## src/rtl/detect_window_monitor.sv

```systemverilog
// detect_window_monitor
//   Downstream consumer of a sequence detector's 'detected' output. Counts
//   detection pulses over back-to-back windows of WINDOW sampled cycles,
//   reports each completed window's count with a one-cycle strobe, raises an
//   alarm when that count reaches THRESH, and keeps a saturating running
//   total of every detection sampled while monitoring.
//
// Parameters
//   WINDOW  sampled cycles per window (>= 2)
//   CNT_W   width of count/total; counters saturate at 2**CNT_W-1
//   THRESH  alarm threshold (0 .. 2**CNT_W-1)
//
// Ports
//   clk          in   single clock, posedge sampling
//   rst          in   asynchronous active-high reset
//   en           in   1 = monitor windows, 0 = idle
//   clear        in   synchronous clear, priority over en/detected
//   detected     in   detector output, sampled on posedge only
//   count        out  detection count of last completed window (held)
//   count_valid  out  one-cycle strobe when count is updated
//   alarm        out  last completed window count >= THRESH
//   total        out  saturating total of detections sampled while running
//
// Configuration
//   STICKY_ALARM_EN  when defined, alarm latches at the first window end that
//                    reaches THRESH and holds until clear or rst; otherwise it
//                    reloads from each window's count at every window end.

module detect_window_monitor #(
  parameter int WINDOW = 16,
  parameter int CNT_W  = 8,
  parameter int THRESH = 3
) (
  input  logic             clk,
  input  logic             rst,
  input  logic             en,
  input  logic             clear,
  input  logic             detected,
  output logic [CNT_W-1:0] count,
  output logic             count_valid,
  output logic             alarm,
  output logic [CNT_W-1:0] total
);

  localparam int               WIN_W   = $clog2(WINDOW);
  localparam logic [WIN_W-1:0] WIN_END = WIN_W'(WINDOW - 1);
  localparam logic [CNT_W-1:0] CNT_MAX = '1;
  localparam logic [CNT_W-1:0] THR     = CNT_W'(THRESH);

  typedef enum logic {
    IDLE = 1'b0,
    RUN  = 1'b1
  } state_t;

  state_t           state;
  logic [WIN_W-1:0] win_cnt;
  logic [CNT_W-1:0] acc;

  logic [CNT_W-1:0] fin;
  logic [CNT_W-1:0] total_nxt;
  logic             hit;
  logic             alarm_nxt;

  // fin folds the current cycle's detection into the accumulator so a hit on
  // the last window cycle lands in that window's reported count.
  always_comb begin
    fin       = acc;
    total_nxt = total;
    if (detected && (acc != CNT_MAX)) begin
      fin = acc + CNT_W'(1);
    end
    if (detected && (total != CNT_MAX)) begin
      total_nxt = total + CNT_W'(1);
    end
    hit = (fin >= THR);
`ifdef STICKY_ALARM_EN
    alarm_nxt = alarm | hit;
`else
    alarm_nxt = hit;
`endif
  end

  always_ff @(posedge clk or posedge rst) begin
    if (rst) begin
      state       <= IDLE;
      win_cnt     <= '0;
      acc         <= '0;
      count       <= '0;
      count_valid <= 1'b0;
      alarm       <= 1'b0;
      total       <= '0;
    end else if (clear) begin
      state       <= IDLE;
      win_cnt     <= '0;
      acc         <= '0;
      count       <= '0;
      count_valid <= 1'b0;
      alarm       <= 1'b0;
      total       <= '0;
    end else begin
      count_valid <= 1'b0;
      case (state)
        IDLE: begin
          if (en) begin
            state   <= RUN;
            win_cnt <= '0;
            acc     <= '0;
          end
        end
        RUN: begin
          if (!en) begin
            // Partial window is dropped; detections already in total stay.
            state   <= IDLE;
            win_cnt <= '0;
            acc     <= '0;
          end else begin
            total <= total_nxt;
            if (win_cnt == WIN_END) begin
              count       <= fin;
              count_valid <= 1'b1;
              alarm       <= alarm_nxt;
              acc         <= '0;
              win_cnt     <= '0;
            end else begin
              acc     <= fin;
              win_cnt <= win_cnt + WIN_W'(1);
            end
          end
        end
        default: state <= IDLE;
      endcase
    end
  end

endmodule

```

## config.mk

```make
export PLATFORM = sky130hd
export DESIGN_NAME = detect_window_monitor
export DESIGN_NICKNAME = d
export VERILOG_FILES = /design/src/rtl/detect_window_monitor.sv
export SDC_FILE = /design/constraint.sdc
export NUM_CORES = 1
export LEC_CHECK = 0
export ABC_AREA = 1
export BUFFER_PORTS_ARGS = -buffer_cell sky130_fd_sc_hd__buf_2
export CORE_UTILIZATION = 50
export CTS_BUF_LIST = sky130_fd_sc_hd__clkbuf_8
export DETAILED_ROUTE_END_ITERATION = 12
export PLACE_DENSITY_LB_ADDON = 0.2
export SLEW_MARGIN = 30
export SYNTH_ARGS = -nofsm -noshare
export SYNTH_HDL_FRONTEND = slang
export SYNTH_SLANG_ARGS = --single-unit
```

## constraint.sdc

```tcl
create_clock -name clk -period 2.4 [get_ports clk]
set_input_delay 0.24 -clock clk [delete_from_list [all_inputs] [get_ports clk]]
set_output_delay 0.24 -clock clk [all_outputs]
set_load 0.005 [all_outputs]
```

### Word-level counts from Yosys, hierarchy flattened

Cells that the tools add are included.

| storage, ports and cells | value |
|---|---|
| logic and storage cells | 53 |
| output and inout bits | 18 |
| register bits | 31 |
| input port bits | 5 |

| operators by class | value |
|---|---|
| $add $sub $neg | 3 |
| magnitude comparators | 1 |
| equality and inequality tests | 4 |
| bitwise logic cells | 1 |
| multiplexer cells | 29 |
| reduce and logical (&&, ||, !) cells | 8 |

Operator list:

| cell | count |
|---|---|
| $mux W8 | 13 |
| $add A8 B1 Y8 const B | 2 |
| $mux W4 | 4 |
| $ne A8 B8 Y1 const B | 2 |
| $pmux W8 S2 | 1 |
| $mux W1 | 10 |
| $ge A8 B2 Y1 const B | 1 |
| $pmux W4 S2 | 1 |
| $reduce_bool A2 Y1 | 4 |
| $reduce_and A3 Y1 | 2 |
| $add A4 B1 Y4 const B | 1 |
| $eq A4 B4 Y1 const B | 1 |
| $ne A3 B3 Y1 const B | 1 |
| $logic_and A1 B1 Y1 | 2 |
| $not A1 Y1 | 1 |

### Longest topological paths before layout

Gate-level depths: netlist (run 1).

| logic depth | value |
|---|---|
| depth after elaboration | 8 |
| depth in mapped cells | 13 |
| depth with buffers taken out | 13 |

### Worst setup path before layout (run 1)

OpenSTA, ideal clock, no wires.

| timing path | value |
|---|---|
| path kind | reg-to-reg |
| start point | register total[0] |
| end point | register total[2] |
| slack | 0.916 ns |
| arrival | 1.364 ns |
| required time | 2.280 ns |
| buffers on the path | 0 |
| stages on the path, launching flop included | 10 |
| path through | dfrtp_1 ha_1 nand2_1 inv_1 nand3_1 o21ai_1 nor2_1 nor2_2 o21ai_0 nor2_1 |

| on the way | value |
|---|---|
| word-level cells in the longest chain between the ends | 5 |
| elaborated cells on any way between the ends | 9 |

Ends and longest elaborated chain:

| element | line | RTL |
|---|---|---|
| start, declared | 42 | `output logic [CNT_W-1:0] total` |
| start signal, assigned | 117 | `total <= total_nxt;` |
| $add A8 B1 Y8 | 73 | `total_nxt = total + CNT_W'(1);` |
| $mux W8 | 72 | `if (detected && (total != CNT_MAX)) begin` |
| $mux W8 | 111 | `if (!en) begin` |
| $mux W8 | 102 | `case (state)` |
| $mux W8 | 92 | `end else if (clear) begin` |

Parallel ways exist; a longest one is shown, timed or not. The select of a mux whose other input is x is not followed.
A chain may end at the register's enable or synchronous reset.

### Final worst setup path (run 1)

| timing path | value |
|---|---|
| start point | register win_cnt[0] |
| end point | register alarm |

| on the way | value |
|---|---|
| word-level cells in the longest chain between the ends | 3 |

Ends and longest elaborated chain:

| element | line | RTL |
|---|---|---|
| start, declared | 56 | `logic [WIN_W-1:0] win_cnt;` |
| start signal, assigned | 126 | `win_cnt <= win_cnt + WIN_W'(1);` |
| $eq A4 B4 Y1 | 118 | `if (win_cnt == WIN_END) begin` |
| $reduce_bool A2 Y1 (no source line) | n/a |  |
| $reduce_and A3 Y1 (no source line) | n/a |  |
| end signal, assigned | 121 | `alarm <= alarm_nxt;` |
| end, declared | 41 | `output logic alarm,` |

Every way passes these cells.

==> flow_metrics.env, run 1 <==
export IMPL_outcome="finished, final reports clean"
export IMPL_drc=0
export IMPL_tns_ns=0
export IMPL_antenna_found_initial=0
export IMPL_hold_class="input pin to asynchronous set/reset pin"
export IMPL_grt_util_met3_pct=6.06
export IMPL_final_layout_size_suffix_gt1_share_pct=19.3
export IMPL_cts_sinks=31
export IMPL_synth_edf_count=0
export IMPL_grt_max_degree=32
export IMPL_min_period_ns=1.72
export IMPL_first_pass_iters=4
export IMPL_cts_tree="done"
export IMPL_relSlewSlack_pct=60.8
export IMPL_synth_seq_cells=31
export IMPL_rows=20
export IMPL_io_buffer_count=22
export IMPL_p_leak_nw=0.976
export IMPL_grt_usage_pct=24.3
export IMPL_fp_dieW_microns=59.9
export IMPL_syn2layout_area_growth_pct=14.0
export IMPL_final_util_pct=61.1
export IMPL_numCtsBuffers=5
export IMPL_gp_congestion=0.862
export IMPL_busiest_layer="met2"
export IMPL_ys_flop_type="dfrtp_1"
export IMPL_dp_hpwl_microns=2650
export IMPL_post_cts_setup_buffers=0
export IMPL_drt_iter0_drc=99
export IMPL_slew_violations=0
export IMPL_holdWs_ns=0.0359
export IMPL_timing_fmax_ghz=0.582
export IMPL_synth_area_per_cell_sq_um=8.02
export IMPL_synthesis_nets=217
export IMPL_rsz0062_at_grt="no"
export IMPL_overflow=0
export IMPL_setup_slack_ns=0.682
export IMPL_route_antenna_remaining_nets=0
export IMPL_worstPathMaxFanout=9
export IMPL_worst_ir_drop_vdd_v=0.000349
export IMPL_n_antenna_cell=0
export IMPL_core_area_sq_um=3130
export IMPL_dp_cells=274
export IMPL_postCtsResizedCells=0
export IMPL_final_cell_mix="nand2_1 (54), dfrtp_1 (31), inv_1 (26)"
export IMPL_boundaryPins=23
export IMPL_grt_pass1_wl_microns=6280
export IMPL_synthCells=209
export IMPL_final_common_cell="nand2_1"
export IMPL_tightest_slew_ns=0.586
export IMPL_chipHeight_microns=59.9
export IMPL_cp_required_ns=2.62
export IMPL_via_per_inst=5.27
export IMPL_synthesis_area_sq_um=1680
export IMPL_met1_usage_pct=32.0
export IMPL_routed_wl_microns=3650
export IMPL_globalRouteMet2Util_pct=38.4
export IMPL_yosys_warnings=0
export IMPL_cp_arrival_ns=1.94
export IMPL_initial_core_util_pct=53.6
export IMPL_fin_skew_ns=0.00504
export IMPL_hold_viol=0
export IMPL_crit_path_end_kind="flop"
export IMPL_cts_hold_fix_buffers=0
export IMPL_insertion_delay_ns=0.28
export IMPL_worst_setup_path_type="flop to flop"
export IMPL_finalCritPeriodShare_pct=71.6
export IMPL_num_vias=1486
export IMPL_yosysSeqAreaShare_pct=46.3
export IMPL_wl_per_cell_microns=12.9
export IMPL_start_kind="flop"
export IMPL_grt_pass1_vias=1382
export IMPL_clk_path_buf_depth=2
export IMPL_cts_root_buf="clkbuf_8"
export IMPL_dieArea_sq_um=3590
export IMPL_max_cap_violations=0
export IMPL_p_per_area_nw_per_um2=509
export IMPL_layout_nets=245
export IMPL_pre_cts_ws_ns=0.693
export IMPL_async_flop_share_pct=100
export IMPL_instances_no_fill=282
export IMPL_path_clk_slew_ns=0.07
export IMPL_htree_levels=2
export IMPL_setup_violations=0
export IMPL_ys_types=28
path summary, 6_finish.rpt:
kind                       startpoint        to  slack (ns)  cells past startpoint
hold reg to reg              count[4]  count[4]        0.48                      2
setup reg to reg           win_cnt[0]     alarm        0.68                      6
max in group asynchronous         rst  count[6]        2.08                      3
hold / removal                    rst    acc[5]        0.04                      3
min in group clk                   en     state        0.20                      3
setup / recovery           win_cnt[0]     alarm        0.68                      6
synth_stat cells (2+ instances only):
master / n / area [sq um]
nand3_1: 16 / 80.1
a22o_1: 2 / 17.5
nand4_1: 6 / 37.5
nand2_4: 2 / 22.5
o21ai_1: 5 / 25.0
nor2_2: 3 / 18.8
xor2_1: 4 / 35.0
o22ai_1: 7 / 43.8
nand2_2: 5 / 31.3
dfrtp_1: 31 / 776
ha_1: 3 / 37.5
o21ai_0: 15 / 75.1
nor2_1: 17 / 63.8
nor2_4: 2 / 22.5
inv_1: 24 / 90.1
nand2_1: 54 / 203
a21oi_1: 2 / 10.0
through the flow:
stage          instance area (sq um)  power (W)
2_1_floorplan                   1680   0.000580
3_3_place_gp                    1830   0.000596
6_report                        1910   0.000972
4_1_cts                         1910   0.000981
5_1_grt                         1910    0.00100
3_5_place_dp                    1830   0.000597
worst max-delay path, stage by stage (launching register included):
cell	delay [ns]
dfrtp_1	0.41
ha_1	0.24
nand3_1	0.22
nor2_1	0.07
nor2_1	0.46
a22oi_1	0.18
nand2_1	0.09
cells by family after synthesis:
logic type	share of synthesized area [%]
xor+xnor	2.61
buf+inv	6.72
fa+ha+maj	2.24
flops	46.3
compound gates	11.7
simple gates	30.4
power by group:
| group | switching (W) | total (W) | leakage, nW | internal, W |
|---|---|---|---|---|
| logic | 0.0000445 | 0.0000586 | 0.494 | 0.0000141 |
| registers | 0.00000315 | 0.000529 | 0.431 | 0.000526 |
| clock network | 0.000190 | 0.000385 | 0.0505 | 0.000194 |
cell type report:
type	instances	area [sq um]
well taps	44	55.1
multi-input cells	151	787
inverters	25	93.8
clock buffers	5	68.8
clock inverters	3	12.5
flip-flops and latches	31	776
fillers	296	1220
repair buffers	23	118
per-layer routing:
layer	vias up	part of all wire [%]
met2	43	46
met1	691	48
met4	0	1.6
met3	9	4.7
li1	743	-
met5	-	0
registers in the layout, indices dropped and copies added, names as in the netlist:
| register | count |
|---|---|
| alarm | 1 |
| state | 1 |
| count | 8 |
| total | 8 |
| count_valid | 1 |
| acc | 8 |
| win_cnt | 4 |
No activity file was read; power rests on OpenSTA's default activity.
==> inputs of run 2 (changes only) <==
- clock period: 2.4 -> 1.62 ns (I/O delays scaled with it)
==> run 2 against run 1 <==
  * Worst setup slack got worse by 0.62 ns
  * Sequential share of layout area decreased by 4.9 points
  * Critical path depth up 6
  * First-iteration DRC count down 53%
  * Sequential cell count stayed put
  * Wire length grew 7.4%
  * Core utilization increased by 8.5 points
  * Total power increased by 75%
  * Critical path type unchanged
  * Critical endpoint unchanged
  * Largest cell class unchanged
  * Largest power group is now clock
==> flow_metrics.env, run 2 (synthesis results as in run 1) <==
export IMPL_worstSetupStartpoint="acc[1]"
export IMPL_cts_root_buf="clkbuf_8"
export IMPL_timing_fmax_ghz=0.643
export IMPL_drc=0
export IMPL_grt_usage_pct=23.4
export IMPL_n_antenna_cell=0
export IMPL_relSlewSlack_pct=73.6
export IMPL_path_cells="ha_4, nand2_4, nor2_4, nand2_4, nand2_4, nand2_1, nand2_2, nor2_1, nor2_1, nand2_1, nand2_1, nand2_1"
export IMPL_initial_core_util_pct=53.6
export IMPL_chipHeight_microns=59.9
export IMPL_core_area_sq_um=3130
export IMPL_antenna_found_initial=0
export IMPL_worstPathMaxFanout=7
export IMPL_cpPeakStageDelay_ns=0.43
export IMPL_start_kind="flop"
export IMPL_worst_ir_drop_vdd_v=0.000523
export IMPL_top_regs="acc x8, count x8, total x8"
export IMPL_p_per_area_nw_per_um2=783
export IMPL_fp_dieW_microns=59.9
export IMPL_critPathTopFamily="simple AND/OR/NAND/NOR gates"
export IMPL_first_pass_iters=4
export IMPL_cp_arrival_ns=1.73
export IMPL_cp_endpoint="alarm"
export IMPL_overflow=0
export IMPL_dieArea_sq_um=3590
export IMPL_worst_setup_path_type="flop to flop"
export IMPL_cp_num_cells=12
export IMPL_placed_cell_area_sq_um=1890
export IMPL_crit_path_end_kind="flop"
export IMPL_max_cap_violations=0
export IMPL_cp_num_buf_inv=0
export IMPL_final_cell_mix="nand2_1 (50), dfrtp_1 (31), inv_1 (22), buf_2 (22), buf_4 (18)"
export IMPL_finalCritPeriodShare_pct=96.0
export IMPL_fin_skew_ns=0.00138
export IMPL_syn2layout_area_growth_pct=29.9
export IMPL_insertion_delay_ns=0.29
export IMPL_routed_wl_microns=3920
export IMPL_grt_max_degree=32
export IMPL_io_buffer_count=22
export IMPL_p_leak_nw=1.09
export IMPL_hold_viol=0
export IMPL_slew_violations=0
export IMPL_via_per_inst=5.14
export IMPL_cts_tree="done"
export IMPL_drt_iter0_drc=47
export IMPL_final_util_pct=69.6
export IMPL_path_common_cell="nand2_1"
export IMPL_final_layout_size_suffix_gt1_share_pct=30.5
export IMPL_route_antenna_remaining_nets=0
export IMPL_cp_required_ns=1.80
export IMPL_fin_area_sq_um=2180
export IMPL_rows=20
export IMPL_tightest_slew_ns=0.395
export IMPL_hold_class="input pin to flop"
export IMPL_holdWs_ns=0.114
export IMPL_boundaryPins=23
export IMPL_min_period_ns=1.56
export IMPL_layout_nets=263
export IMPL_outcome="finished, final reports clean"
export IMPL_final_common_cell="nand2_1"
export IMPL_r2r_cells=12
export IMPL_crit_reg2reg_launch="acc[1]"
export IMPL_grt_pass1_vias=1348
export IMPL_path_clk_slew_ns=0.07
export IMPL_num_vias=1543
export IMPL_clk_path_buf_depth=2
export IMPL_dp_hpwl_microns=2640
export IMPL_wl_per_cell_microns=13.1
export IMPL_critPathSlowestCell="dfrtp_1"
export IMPL_gp_congestion=0.818
export IMPL_reg2reg_to="alarm"
export IMPL_numCtsBuffers=5
export IMPL_cts_sinks=31
export IMPL_htree_levels=2
export IMPL_fillCellCount=275
export IMPL_grt_pass1_wl_microns=6040
export IMPL_r2r_slack_ns=0.06
export IMPL_setup_violations=0
[run 2: cell type report]
type / instances / area [sq um] / share of cell area (%)
inverter: 25 / 96.3 / 4.43
multi-input combinational: 151 / 876 / 40.3
timing repair buffer: 41 / 255 / 11.7
sequential: 31 / 776 / 35.7
clock buffer: 6 / 82.6 / 3.80
clock inverter: 2 / 35.0 / 1.61
tap: 44 / 55.1 / 2.53
[run 2: timing repair]
item	in CTS	in global routing
resized for setup	1	22
hold buffers	1	0
setup endpoints to repair	7	12
pin swaps	0	6
buffers inserted	0	9
endpoints found under the hold margin	31	0
[run 2: power by group]
| group | total [W] | leakage (nW) | internal [W] | switching [W] |
|---|---|---|---|---|
| clock network | 0.000803 | 0.0612 | 0.000497 | 0.000306 |
| logic | 0.000116 | 0.597 | 0.0000398 | 0.0000763 |
| registers | 0.000783 | 0.431 | 0.000778 | 0.00000503 |
[run 2: worst register-to-register path, cell delays in order (launching register included)]
cell,delay (ns)
dfrtp_1,0.43
ha_4,0.18
nand2_4,0.05
nor2_4,0.12
nand2_4,0.09
nand2_4,0.11
nand2_1,0.07
nand2_2,0.08
nor2_1,0.06
nor2_1,0.09
nand2_1,0.07
nand2_1,0.05
nand2_1,0.05
[run 2: metrics by stage]
| stage | TNS, ns | std cells | setup slack [ns] | total power (W) |
|---|---|---|---|---|
| finish | 0 | 300 | 0.0648 | 0.00170 |
| detailed placement | -0.307 | 282 | -0.0939 | 0.000891 |
| global placement | -0.00249 | 282 | -0.00249 | 0.000889 |
| floorplan | 0 | 209 | 0.136 | 0.000860 |
| CTS | 0 | 291 | 0.00481 | 0.00169 |
| global route | -0.0922 | 300 | -0.0376 | 0.00176 |
[run 2: how the worst min path moves through the flow]
stage / from / end / slack [ns] / cells after the start
2_1_floorplan: en / state / 0.26 / 2
3_3_place_gp: rst / win_cnt[3] / 0.26 / 3
3_5_place_dp: rst / state / 0.27 / 3
4_1_cts: en / state / 0.12 / 3
5_1_grt: en / state / 0.14 / 3
6_report: en / state / 0.11 / 3
[run 2: per-layer routing]
layer  global-route usage (%)  vias to the layer above  wire length [microns]
li1                         -                      777                      -
met1                     29.7                      729                   1780
met2                     36.8                       27                   1920
met3                     5.84                       10                    117
met4                     11.6                        0                     95
met5                        0                        -                      0
